--- src/rtl/pipeline_ctrl_pkg.sv ---
// Shared types and encodings for the pipeline hazard/sequencing controller:
// mul/div FSM states, forwarding selects, register-address width and match helpers.
package pipeline_ctrl_pkg;

    localparam int REG_W = 5;
    localparam int CNT_W = 6;

    typedef enum logic [0:0] {
        ST_RUN     = 1'b0,
        ST_MD_BUSY = 1'b1
    } md_state_e;

    localparam logic [1:0] FWD_RF = 2'b00;
    localparam logic [1:0] FWD_W  = 2'b01;
    localparam logic [1:0] FWD_M  = 2'b10;

    // A producer matches a consumer only when it writes a non-zero register.
    function automatic logic reg_hit(
        input logic             we,
        input logic [REG_W-1:0] dst,
        input logic [REG_W-1:0] src
    );
        return we & (dst != {REG_W{1'b0}}) & (dst == src);
    endfunction

    function automatic logic [1:0] fwd_sel(
        input logic [REG_W-1:0] src,
        input logic             we_m,
        input logic [REG_W-1:0] dst_m,
        input logic             we_w,
        input logic [REG_W-1:0] dst_w
    );
        logic [1:0] sel;
        if (reg_hit(we_m, dst_m, src)) begin
            sel = FWD_M;
        end else if (reg_hit(we_w, dst_w, src)) begin
            sel = FWD_W;
        end else begin
            sel = FWD_RF;
        end
        return sel;
    endfunction

endpackage

--- src/rtl/pipeline_md_timer.sv ---
// Mul/div occupancy timer: RUN/MD_BUSY FSM with a 6-bit down-counter that
// freezes the front end for the full execute-stage latency of a mul/div.
import pipeline_ctrl_pkg::*;

module pipeline_md_timer #(
    parameter int MUL_CYCLES = 4,
    parameter int DIV_CYCLES = 32
) (
    input  logic clk,
    input  logic rst,
    input  logic start,
    input  logic op,
    output logic hold,
    output logic busy,
    output logic done
);

    localparam logic [CNT_W-1:0] MUL_LOAD = CNT_W'(MUL_CYCLES - 1);
    localparam logic [CNT_W-1:0] DIV_LOAD = CNT_W'(DIV_CYCLES - 1);
    localparam logic [CNT_W-1:0] CNT_ONE  = CNT_W'(1);
    localparam logic [CNT_W-1:0] CNT_ZERO = CNT_W'(0);

    md_state_e        state_r;
    md_state_e        state_s;
    logic [CNT_W-1:0] cnt_r;
    logic [CNT_W-1:0] cnt_s;
    logic             hold_s;
    logic             done_s;

    // State and counter registers.
    always_ff @(posedge clk) begin
        if (rst) begin
            state_r <= ST_RUN;
            cnt_r   <= CNT_ZERO;
        end else begin
            state_r <= state_s;
            cnt_r   <= cnt_s;
        end
    end

    // Next-state, counter load/decrement and end-of-operation detection.
    always_comb begin
        state_s = state_r;
        cnt_s   = cnt_r;
        hold_s  = 1'b0;
        done_s  = 1'b0;
        case (state_r)
            ST_RUN: begin
                if (start) begin
                    state_s = ST_MD_BUSY;
                    cnt_s   = op ? DIV_LOAD : MUL_LOAD;
                    hold_s  = 1'b1;
                end else begin
                    state_s = ST_RUN;
                    cnt_s   = CNT_ZERO;
                end
            end
            ST_MD_BUSY: begin
                hold_s = 1'b1;
                // A zero count here is unreachable; treat it as finished rather than wrap.
                if (cnt_r <= CNT_ONE) begin
                    done_s  = 1'b1;
                    state_s = ST_RUN;
                    cnt_s   = CNT_ZERO;
                end else begin
                    state_s = ST_MD_BUSY;
                    cnt_s   = cnt_r - CNT_ONE;
                end
            end
            default: begin
                state_s = ST_RUN;
                cnt_s   = CNT_ZERO;
            end
        endcase
    end

    // Outputs are forced low while reset is held, even mid-operation.
    always_comb begin
        if (rst) begin
            hold = 1'b0;
            busy = 1'b0;
            done = 1'b0;
        end else begin
            hold = hold_s;
            busy = (state_r == ST_MD_BUSY);
            done = done_s;
        end
    end

endmodule

--- src/rtl/pipeline_ctrl.sv ---
// Hazard, forwarding and mul/div sequencing controller for the 5-stage pipeline.
// Optional PIPE_CTRL_PERF_EN adds stallCycles/flushCount performance counters.
import pipeline_ctrl_pkg::*;

module pipeline_ctrl #(
    parameter int MUL_CYCLES = 4,
    parameter int DIV_CYCLES = 32
) (
    input  logic             clk,
    input  logic             rst,
    input  logic [REG_W-1:0] rsD,
    input  logic [REG_W-1:0] rtD,
    input  logic [REG_W-1:0] rsE,
    input  logic [REG_W-1:0] rtE,
    input  logic [REG_W-1:0] writeRegE,
    input  logic [REG_W-1:0] writeRegM,
    input  logic [REG_W-1:0] writeRegW,
    input  logic             regWriteE,
    input  logic             regWriteM,
    input  logic             regWriteW,
    input  logic             memToRegE,
    input  logic             memToRegM,
    input  logic             branchD,
    input  logic             pcSrcD,
    input  logic             mdStartE,
    input  logic             mdOpE,
    output logic             stallF,
    output logic             stallD,
    output logic             stallE,
    output logic             flushD,
    output logic             flushE,
    output logic             flushM,
    output logic [1:0]       forwardAE,
    output logic [1:0]       forwardBE,
    output logic             forwardAD,
    output logic             forwardBD,
    output logic             mdBusy,
    output logic             mdDone
`ifdef PIPE_CTRL_PERF_EN
   ,output logic [31:0]      stallCycles,
    output logic [31:0]      flushCount
`endif
);

    logic hold_s;
    logic lu_s;
    logic br_s;
    logic haz_s;
    logic stall_s;

    pipeline_md_timer #(
        .MUL_CYCLES (MUL_CYCLES),
        .DIV_CYCLES (DIV_CYCLES)
    ) u_md_timer (
        .clk   (clk),
        .rst   (rst),
        .start (mdStartE),
        .op    (mdOpE),
        .hold  (hold_s),
        .busy  (mdBusy),
        .done  (mdDone)
    );

    // Load-use and branch-operand hazard detection; a held mul/div masks both.
    always_comb begin
        lu_s  = memToRegE & (reg_hit(regWriteE, writeRegE, rsD) |
                             reg_hit(regWriteE, writeRegE, rtD));
        br_s  = branchD & (reg_hit(regWriteE, writeRegE, rsD) |
                           reg_hit(regWriteE, writeRegE, rtD) |
                           reg_hit(memToRegM, writeRegM, rsD) |
                           reg_hit(memToRegM, writeRegM, rtD));
        haz_s = (lu_s | br_s) & ~hold_s;
        stall_s = hold_s | haz_s;
    end

    // Stall, flush and forwarding outputs, all quiet during reset.
    always_comb begin
        if (rst) begin
            stallF    = 1'b0;
            stallD    = 1'b0;
            stallE    = 1'b0;
            flushD    = 1'b0;
            flushE    = 1'b0;
            flushM    = 1'b0;
            forwardAE = FWD_RF;
            forwardBE = FWD_RF;
            forwardAD = 1'b0;
            forwardBD = 1'b0;
        end else begin
            stallF    = stall_s;
            stallD    = stall_s;
            stallE    = hold_s;
            flushM    = hold_s;
            flushE    = haz_s;
            // A taken branch whose operands are still stalled must not squash itself.
            flushD    = pcSrcD & ~stall_s;
            forwardAE = fwd_sel(rsE, regWriteM, writeRegM, regWriteW, writeRegW);
            forwardBE = fwd_sel(rtE, regWriteM, writeRegM, regWriteW, writeRegW);
            forwardAD = reg_hit(regWriteM, writeRegM, rsD);
            forwardBD = reg_hit(regWriteM, writeRegM, rtD);
        end
    end

`ifdef PIPE_CTRL_PERF_EN
    // Free-running performance counters, wrapping at 2^32.
    always_ff @(posedge clk) begin
        if (rst) begin
            stallCycles <= 32'd0;
            flushCount  <= 32'd0;
        end else begin
            stallCycles <= stallCycles + {31'd0, stallD};
            flushCount  <= flushCount + {31'd0, (flushD | flushE)};
        end
    end
`endif

endmodule

--- config.mk ---
export PLATFORM = sky130hd
export DESIGN_NAME = pipeline_ctrl
export DESIGN_NICKNAME = d
export VERILOG_FILES = /design/src/rtl/pipeline_ctrl_pkg.sv /design/src/rtl/pipeline_md_timer.sv /design/src/rtl/pipeline_ctrl.sv
export SDC_FILE = /design/constraint.sdc
export NUM_CORES = 1
export LEC_CHECK = 0
export CORE_MARGIN = 2
export CORE_UTILIZATION = 25
export CTS_CLUSTER_SIZE = 30
export DETAILED_ROUTE_END_ITERATION = 16
export GPL_TIMING_DRIVEN = 0
export PLACE_DENSITY_LB_ADDON = 0.25
export SLEW_MARGIN = 10
export SYNTH_ARGS = -nofsm -noshare
export SYNTH_HDL_FRONTEND = slang
export SYNTH_SLANG_ARGS = --single-unit
--- constraint.sdc ---
create_clock -name clk -period 4.1 [get_ports clk]
set_input_delay 1.23 -clock clk [delete_from_list [all_inputs] [get_ports clk]]
set_output_delay 1.23 -clock clk [all_outputs]
set_load 0.02 [all_outputs]
==> results of run 1 <==
## cell usage after synthesis (all sizes together)
master	n	area share, %
xor2	26	23
xnor2	18	16
nor3	12	6.2
nand3	9	4.6
dfxtp	7	14
nor2	7	2.7
a21oi	6	3.1
buf	5	3.7
clkbuf	4	1.5
inv	4	1.5
nand2	4	1.5
nor4	4	3.9
o21ai	4	3.2
or4	4	3.5
nor2b	3	1.9
ha	2	2.6
or3	2	1.3
a211o	1	0.90
a21boi	1	0.77
a31oi	1	0.64
and4	1	0.90
nand2b	1	0.64
nand3b	1	0.77
## flip-flops by register name, summed over array words and instances (netlist names)
register	cells
u_md_timer.state_r	1
u_md_timer.cnt_r	6
## metrics by stage
| stage | power (mW) | setup WS (ns) |
|---|---|---|
| global placement | 0.246 | -0.584 |
| CTS | 0.346 | 0.00107 |
| finish | 0.343 | 0.0596 |
| detailed placement | 0.250 | -0.590 |
| global route | 0.368 | -0.0270 |
| floorplan | 0.174 | 0.0152 |
## routing by layer
metal / track usage [%] / routed length (um) / part of all wire [%]
met5: 0 / 0 / 0
met4: 4.59 / 49 / 1.7
met1: 16.2 / 1160 / 39
met3: 2.56 / 176 / 6.0
met2: 25.8 / 1560 / 53
## timing repair
action                                  CTS  global route
setup buffers                             1             0
endpoints found under the setup margin   11             7
pin swaps                                 2             2
gates resized for setup                  46            13
## cells in the final DEF (no fill, tap or decap)
cell,Yosys,routed
sky130_fd_sc_hd__xor2_1,26,26
sky130_fd_sc_hd__clkdlybuf4s50_1,0,26
sky130_fd_sc_hd__xnor2_1,18,18
sky130_fd_sc_hd__dlygate4sd2_1,0,18
sky130_fd_sc_hd__nor3_1,12,12
sky130_fd_sc_hd__nand3_1,9,9
sky130_fd_sc_hd__dfxtp_1,7,7
sky130_fd_sc_hd__nor2_1,7,6
sky130_fd_sc_hd__a21oi_1,6,6
sky130_fd_sc_hd__buf_4,2,6
sky130_fd_sc_hd__inv_1,4,4
sky130_fd_sc_hd__clkbuf_1,4,4
sky130_fd_sc_hd__nor4_2,2,4
sky130_fd_sc_hd__nand2_1,4,4
sky130_fd_sc_hd__buf_2,2,3
sky130_fd_sc_hd__or4_4,1,3
sky130_fd_sc_hd__nor2b_1,3,3
sky130_fd_sc_hd__clkbuf_2,0,3
sky130_fd_sc_hd__clkbuf_8,0,3
sky130_fd_sc_hd__dlymetal6s2s_1,0,3
sky130_fd_sc_hd__o21ai_1,1,2
sky130_fd_sc_hd__or3_1,2,2
sky130_fd_sc_hd__ha_1,2,2
sky130_fd_sc_hd__buf_6,1,1
sky130_fd_sc_hd__o21ai_4,1,1
sky130_fd_sc_hd__or4_1,3,1
sky130_fd_sc_hd__nand2b_1,1,1
sky130_fd_sc_hd__nor2_2,0,1
sky130_fd_sc_hd__a211o_1,1,1
sky130_fd_sc_hd__o21ai_0,2,1
sky130_fd_sc_hd__a21boi_1,1,1
sky130_fd_sc_hd__and4_1,1,1
sky130_fd_sc_hd__a31oi_2,0,1
sky130_fd_sc_hd__nand3b_1,1,1
sky130_fd_sc_hd__clkdlybuf4s15_1,0,1
## cell families after synthesis
family | after synthesis | synth area share (%)
xor gates and xnor gates | 44 | 39.6
buffers and inverters | 13 | 6.82
adders and majority gates | 2 | 2.57
and+or+nand+nor | 48 | 27.9
DFF | 7 | 14.4
AOI/OAI and AO/OA | 13 | 8.62
## power groups by stage
stage / clock network [mW] / registers (mW) / logic [mW]
floorplan: 0 / 0.0807 / 0.0932
global placement: 0 / 0.0817 / 0.164
detailed placement: 0 / 0.0824 / 0.168
CTS: 0.100 / 0.0812 / 0.165
global route: 0.104 / 0.0819 / 0.182
finish: 0.0964 / 0.0812 / 0.165
## worst paths after layout
check	from	endpoint	slack, ns	cells after the start
worst max-delay path	rsD[3]	forwardAD	0.06	6
worst min-delay path	u_md_timer.cnt_r[0]	u_md_timer.cnt_r[0]	0.53	1
worst max register to register	u_md_timer.cnt_r[2]	u_md_timer.cnt_r[2]	2.61	4
worst min register to register	u_md_timer.cnt_r[0]	u_md_timer.cnt_r[0]	0.53	1
## layout make-up
| cell class | instances | area, sq um |
|---|---|---|
| clock buffer | 4 | 45.0 |
| fill | 403 | 2070 |
| tap | 48 | 60.1 |
| timing repair buffer | 55 | 510 |
| buffer | 9 | 52.6 |
| multi-input combinational | 107 | 795 |
| sequential | 7 | 140 |
| inverter | 4 | 15.0 |
==> summary.txt, run 1 <==
Outcome
  • Status: finished clean

Clock tree
  • Clock Tree Buf Depth: 2
  • Worst-Skew Late Latency: 0.23 ns
  • Root cell of the clock tree: sky130_fd_sc_hd__clkbuf_8
  • Cts-stage hold buffer count: 0
  • Post-CTS clock slew at the launch and capture registers of the worst setup and hold paths: 0.04 ns
  • CTS HTree Levels: 1
  • Total clock sinks: 7
  • TritonCTS clock tree: done
  • TritonCTS buffer count: 3

Worst setup path
  • Most common cell on crit path: sky130_fd_sc_hd__nor3_1
  • Crit path buffers/inverters: 2
  • Worst Setup Path Type: input pin to output port
  • Cell-by-cell listing of the critical path: dlygate4sd2_1 > xor2_1 > nor3_1 > nand3_1 > nor3_1 > clkdlybuf4s50_1
  • Kind of cell with the highest combined delay on the critical path: buffers and inverters
  • Arrival time at the worst endpoint: 2.81 ns
  • Top fanout value on the critical path: 2
  • CP Launch Type: input pin
  • Slowest cell delay on critical path: 0.66 ns
  • Data required time at the worst endpoint: 2.87 ns
  • Slowest stage cell on the critical path: sky130_fd_sc_hd__clkdlybuf4s50_1
  • Kind of end point of the critical path: output port

Detailed routing
  • Routed length per placed instance: 12.6 um
  • Via density: 4.70
  • DRC: 0
  • Final antenna-violating net count: 0
  • Detailed router's first-iteration violation count: 27
  • Vias: 1099
  • Total Routed Length: 2940 um
  • TritonRoute pass-1 iters: 4

Timing
  • Final worst hold slack: 0.528 ns
  • Actual slew at the worst max-slew pin: 0.389 ns
  • Final-report hold violation count: 0
  • Worst Clk Skew: 0.00291 ns
  • Setup repair after global routing missed its margin: yes
  • Final Setup Violations: 0
  • Max_slew headroom: 74.1%
  • Time the final worst path needs with I/O delays and setup: 4.04 ns
  • Crit share post-route: 98.5%
  • Post-route setup TNS: 0 ns
  • Top achievable clock speed: 0.248 GHz
  • Fin. max-slew vios: 0

Place
  • Area after DPL: 1570 sq um
  • Port bufs: 54
  • Placed wire-length estimate after detailed placement: 2550 um
  • Total placed cells including tap cells: 229
  • Global placer's final weighted congestion: 0.810

Cells and area
  • Net count of the finished layout: 235
  • Number of non-filler instances in the completed layout: 234
  • Layout cell share with drive strength beyond 1: 14.0%
  • Antenna Diode Count: 0
  • Synthesis-to-layout area growth: 66.4%
  • End-of-flow core utilization: 43.9%
  • Post-route cell area: 1620 sq um

Die
  • Die area: 4400 sq um
  • DIE HEIGHT: 66.4 um
  • Initial Utilization: 26.4%
  • Area of the core region: 3690 sq um
  • Cell Rows: 22
  • Width of the die: 66.4 um
  • Number of I/O pins: 60

GRT
  • Number of antenna violations at the first check in global routing: 0
  • Total overflow reported by the global router: 0
  • Gr usage total: 14.1%
  • Pin count of the biggest net entering global routing: 11
  • Number of global-route vias before repair: 1088
  • First-pass GRT wire length: 4820 um

Logic synthesis
  • Unique masters post-synth: 29
  • Average size of a mapped cell: 7.65 sq um
  • Syn Std Cell Area: 972 sq um
  • Synthesis warning total: 0
  • Number of nets in the synthesized netlist: 175
  • Flip-flop and latch count after synthesis: 7
  • Cells after Synth: 127
  • Sequential-to-total area share from yosys stat: 14.4%

Run
  • Total of max-cap violations: 0

Power and ir drop
  • Total power density per cell area: 212 nW/um^2
  • Flop pwr share: 23.7%
  • Switching Share: 33.6%
  • Maximum ir drop on the vdd rail: 0.0000759 V
  • Internal: 0.228 mW
  • Portion of total power attributed to the clock network: 28.1%
  • Reported net switching power: 0.115 mW
  • LEAKAGE: 0.676 nW
  • Share of power burned in combinational logic: 48.2%

Hold path
  • Hold/Removal Path Class: flip-flop to flip-flop
No activity file was read; power rests on OpenSTA's default activity.
==> inputs of run 2 (changes only) <==
--- a/config.mk
+++ b/config.mk
@@ -7,6 +7,7 @@
 export LEC_CHECK = 0
 export CORE_MARGIN = 2
 export CORE_UTILIZATION = 25
+export CTS_BUF_LIST = sky130_fd_sc_hd__clkbuf_4 sky130_fd_sc_hd__clkbuf_8 sky130_fd_sc_hd__clkbuf_16
 export CTS_CLUSTER_SIZE = 30
 export DETAILED_ROUTE_END_ITERATION = 16
 export GPL_TIMING_DRIVEN = 0
==> run 2 against run 1 <==
Critical path type unchanged. Count of clock-buffer cells in the layout unchanged. Highest routed layer unchanged. Flip-flop and latch count stayed put. Sequential share of layout area barely moved. Critical path depth is the same. Maximum frequency about the same. Critical endpoint unchanged. Largest power group unchanged. Combinational power about the same. Register-to-register slack hardly changed.
==> summary.txt, run 2 (synthesized netlist as in run 1, its figures left out) <==
Outcome
  • Status: finished clean (unchanged)

Detailed routing
  • Vias: 1100 (was 1099)
  • Via density: 4.70 (about the same)
  • Total Routed Length: 2950 um (was 2940 um)
  • TritonRoute pass-1 iters: 4 (unchanged)
  • DRC: 0 (unchanged)
  • Final antenna-violating net count: 0 (unchanged)
  • Detailed router's first-iteration violation count: 27 (unchanged)
  • Routed length per placed instance: 12.6 um (about the same)

Power and ir drop
  • Switching Share: 32.9% (was 33.6%)
  • Total power density per cell area: 215 nW/um^2 (was 212 nW/um^2)
  • Internal: 0.234 mW (was 0.228 mW)
  • Flop pwr share: 23.2% (was 23.7%)
  • Portion of total power attributed to the clock network: 29.5% (was 28.1%)
  • Maximum ir drop on the vdd rail: 0.0000759 V (about the same)
  • Reported net switching power: 0.115 mW (about the same)
  • LEAKAGE: 0.680 nW (was 0.676 nW)
  • Share of power burned in combinational logic: 47.3% (was 48.2%)

Die
  • Area of the core region: 3690 sq um (unchanged)
  • Number of I/O pins: 60 (unchanged)
  • DIE HEIGHT: 66.4 um (unchanged)
  • Cell Rows: 22 (unchanged)
  • Initial Utilization: 26.4% (unchanged)
  • Width of the die: 66.4 um (unchanged)
  • Die area: 4400 sq um (unchanged)

Cells and area
  • Net count of the finished layout: 235 (unchanged)
  • Antenna Diode Count: 0 (unchanged)
  • Top register by number of flip-flops: u_md_timer.cnt_r (unchanged)
  • Number of non-filler instances in the completed layout: 234 (unchanged)
  • Flip-flop count of the largest register, all copies and words added: 6 (unchanged)
  • End-of-flow core utilization: 44.0% (was 43.9%)
  • Layout cell share with drive strength beyond 1: 14.5% (was 14.0%)
  • Synthesis-to-layout area growth: 66.8% (was 66.4%)
  • Most frequent cells in the layout: 26 x sky130_fd_sc_hd__xor2_1, 26 x sky130_fd_sc_hd__clkdlybuf4s50_1, 18 x sky130_fd_sc_hd__xnor2_1, 18 x sky130_fd_sc_hd__dlygate4sd2_1, 12 x sky130_fd_sc_hd__nor3_1 (unchanged)
  • Regs by FF count: u_md_timer.cnt_r: 6 flops, u_md_timer.state_r: 1 flops (unchanged)
  • Final-layout fill cell count: 403 (unchanged)

Hold path
  • Hold/Removal Path Class: flip-flop to flip-flop (unchanged)
  • Hold Path Stages: 1 (unchanged)

Worst setup path
  • Arrival time at the worst endpoint: 2.81 ns (about the same)
  • Most common cell on crit path: sky130_fd_sc_hd__nor3_1 (unchanged)
  • Top fanout value on the critical path: 2 (unchanged)
  • RR Startpoint: u_md_timer.cnt_r[2] (unchanged)
  • Data required time at the worst endpoint: 2.87 ns (about the same)
  • Crit path from: rsD[3] (unchanged)
  • Cell-by-cell listing of the critical path: dlygate4sd2_1 > xor2_1 > nor3_1 > nand3_1 > nor3_1 > clkdlybuf4s50_1 (unchanged)
  • Kind of end point of the critical path: output port (unchanged)
  • CP Launch Type: input pin (unchanged)
  • Worst Setup Path Type: input pin to output port (unchanged)
  • Crit path depth: 6 (unchanged)
  • CP endpoint: forwardAD (unchanged)
  • FF-to-FF path depth: 4 (unchanged)
  • Reg-to-reg slack, setup: 2.61 ns (about the same)
  • Slowest cell delay on critical path: 0.66 ns (about the same)
  • Slowest stage cell on the critical path: sky130_fd_sc_hd__clkdlybuf4s50_1 (unchanged)
  • Crit path buffers/inverters: 2 (unchanged)
  • Reg2Reg Capture Point: u_md_timer.cnt_r[2] (unchanged)
  • Kind of cell with the highest combined delay on the critical path: buffers and inverters (unchanged)

Timing
  • Final-report hold violation count: 0 (unchanged)
  • Setup repair after global routing missed its margin: yes (unchanged)
  • Fin. max-slew vios: 0 (unchanged)
  • Top achievable clock speed: 0.248 GHz (about the same)
  • Actual slew at the worst max-slew pin: 0.388 ns (was 0.389 ns)
  • Post-route setup TNS: 0 ns (unchanged)
  • Worst Clk Skew: 0.00272 ns (was 0.00291 ns)
  • Time the final worst path needs with I/O delays and setup: 4.04 ns (about the same)
  • Max_slew headroom: 74.1% (about the same)
  • Crit share post-route: 98.5% (about the same)
  • Final Setup Violations: 0 (unchanged)

Place
  • Global placer's final weighted congestion: 0.810 (unchanged)
  • Port bufs: 54 (unchanged)
  • Placed wire-length estimate after detailed placement: 2550 um (unchanged)
  • Total placed cells including tap cells: 229 (unchanged)

GRT
  • Pin count of the biggest net entering global routing: 11 (unchanged)
  • Gr usage total: 14.1% (unchanged)
  • Number of global-route vias before repair: 1088 (unchanged)
  • Total overflow reported by the global router: 0 (unchanged)
  • Number of antenna violations at the first check in global routing: 0 (unchanged)
  • First-pass GRT wire length: 4820 um (unchanged)

Clock tree
  • TritonCTS buffer count: 3 (unchanged)
  • Post-CTS clock slew at the launch and capture registers of the worst setup and hold paths: 0.04 ns (about the same)
  • Worst-Skew Late Latency: 0.23 ns (about the same)
  • Root cell of the clock tree: sky130_fd_sc_hd__clkbuf_8 (unchanged)
  • Total clock sinks: 7 (unchanged)
  • CTS HTree Levels: 1 (unchanged)
  • TritonCTS clock tree: done (unchanged)
  • Clock Tree Buf Depth: 2 (unchanged)

Run
  • Total of max-cap violations: 0 (unchanged)
-- run 2: final cells by class --
class / count / area, sq um / share of cell area, %
multi-input cells: 107 / 795 / 49.0
plain buffers: 9 / 52.6 / 3.24
repair buffers: 55 / 510 / 31.5
clock buffers: 4 / 48.8 / 3.01
inverters: 4 / 15.0 / 0.926
well taps: 48 / 60.1 / 3.70
flip-flops and latches: 7 / 140 / 8.64
-- run 2: power by group through the flow --
stage | Sequential (mW) | Combinational [mW] | Clock [mW]
finish | 0.0812 | 0.165 | 0.103
global placement | 0.0817 | 0.164 | 0
detailed placement | 0.0824 | 0.168 | 0
global route | 0.0820 | 0.182 | 0.111
CTS | 0.0812 | 0.165 | 0.107
floorplan | 0.0807 | 0.0932 | 0
-- run 2: worst register-to-register path, stage by stage, from the launching register on --
cell	delay [ns]
sky130_fd_sc_hd__dfxtp_1	0.33
sky130_fd_sc_hd__or3_1	0.42
sky130_fd_sc_hd__or3_1	0.43
sky130_fd_sc_hd__nand3_1	0.12
sky130_fd_sc_hd__a21oi_1	0.07
-- run 2: metal layers --
metal	part of all wire [%]	global-route usage [%]	wire (um)
met4	1.7	4.59	49
met5	0	0	0
met3	6.0	2.56	176
met1	39	16.2	1160
met2	53	25.8	1570
-- run 2: worst min-delay path by stage --
stage,startpoint,end
after floorplan,u_md_timer.cnt_r[0],u_md_timer.cnt_r[0]
after detailed placement,u_md_timer.cnt_r[0],u_md_timer.cnt_r[0]
after CTS,u_md_timer.cnt_r[0],u_md_timer.cnt_r[0]
after global placement,u_md_timer.cnt_r[0],u_md_timer.cnt_r[0]
final,u_md_timer.cnt_r[0],u_md_timer.cnt_r[0]
after global routing,u_md_timer.cnt_r[0],u_md_timer.cnt_r[0]
-- run 2: metrics by stage --
| step | cell area [sq um] | power [mW] | worst slack (ns) | hold WS (ns) |
|---|---|---|---|---|
| final | 1620 | 0.349 | 0.0597 | 0.528 |
| after global routing | 1620 | 0.375 | -0.0270 | 0.569 |
| after CTS | 1610 | 0.353 | 0.00107 | 0.544 |
| after detailed placement | 1570 | 0.250 | -0.590 | 0.531 |
| after global placement | 1570 | 0.246 | -0.584 | 0.484 |
| after floorplan | 972 | 0.174 | 0.0152 | 0.463 |
-- run 2: what timing repair did --
item / in CTS / in global routing
gates cloned: 0 / 0
endpoints found under the hold margin: 0 / 0
pin swaps: 2 / 2
hold buffers: 0 / 0
resized for setup: 46 / 13
setup buffers: 1 / 0
setup endpoints to repair: 11 / 7
==> inputs of run 3 (changes only) <==
--- a/config.mk
+++ b/config.mk
@@ -5,6 +5,7 @@
 export SDC_FILE = /design/constraint.sdc
 export NUM_CORES = 1
 export LEC_CHECK = 0
+export CAP_MARGIN = 20
 export CORE_MARGIN = 2
 export CORE_UTILIZATION = 25
 export CTS_BUF_LIST = sky130_fd_sc_hd__clkbuf_4 sky130_fd_sc_hd__clkbuf_8 sky130_fd_sc_hd__clkbuf_16
@@ -12,6 +13,7 @@
 export DETAILED_ROUTE_END_ITERATION = 16
 export GPL_TIMING_DRIVEN = 0
 export PLACE_DENSITY_LB_ADDON = 0.25
+export RECOVER_POWER = 25
 export SLEW_MARGIN = 10
 export SYNTH_ARGS = -nofsm -noshare
 export SYNTH_HDL_FRONTEND = slang
==> results of run 3 <==
The final DEF is identical to that of run 2; final timing and power are the same.
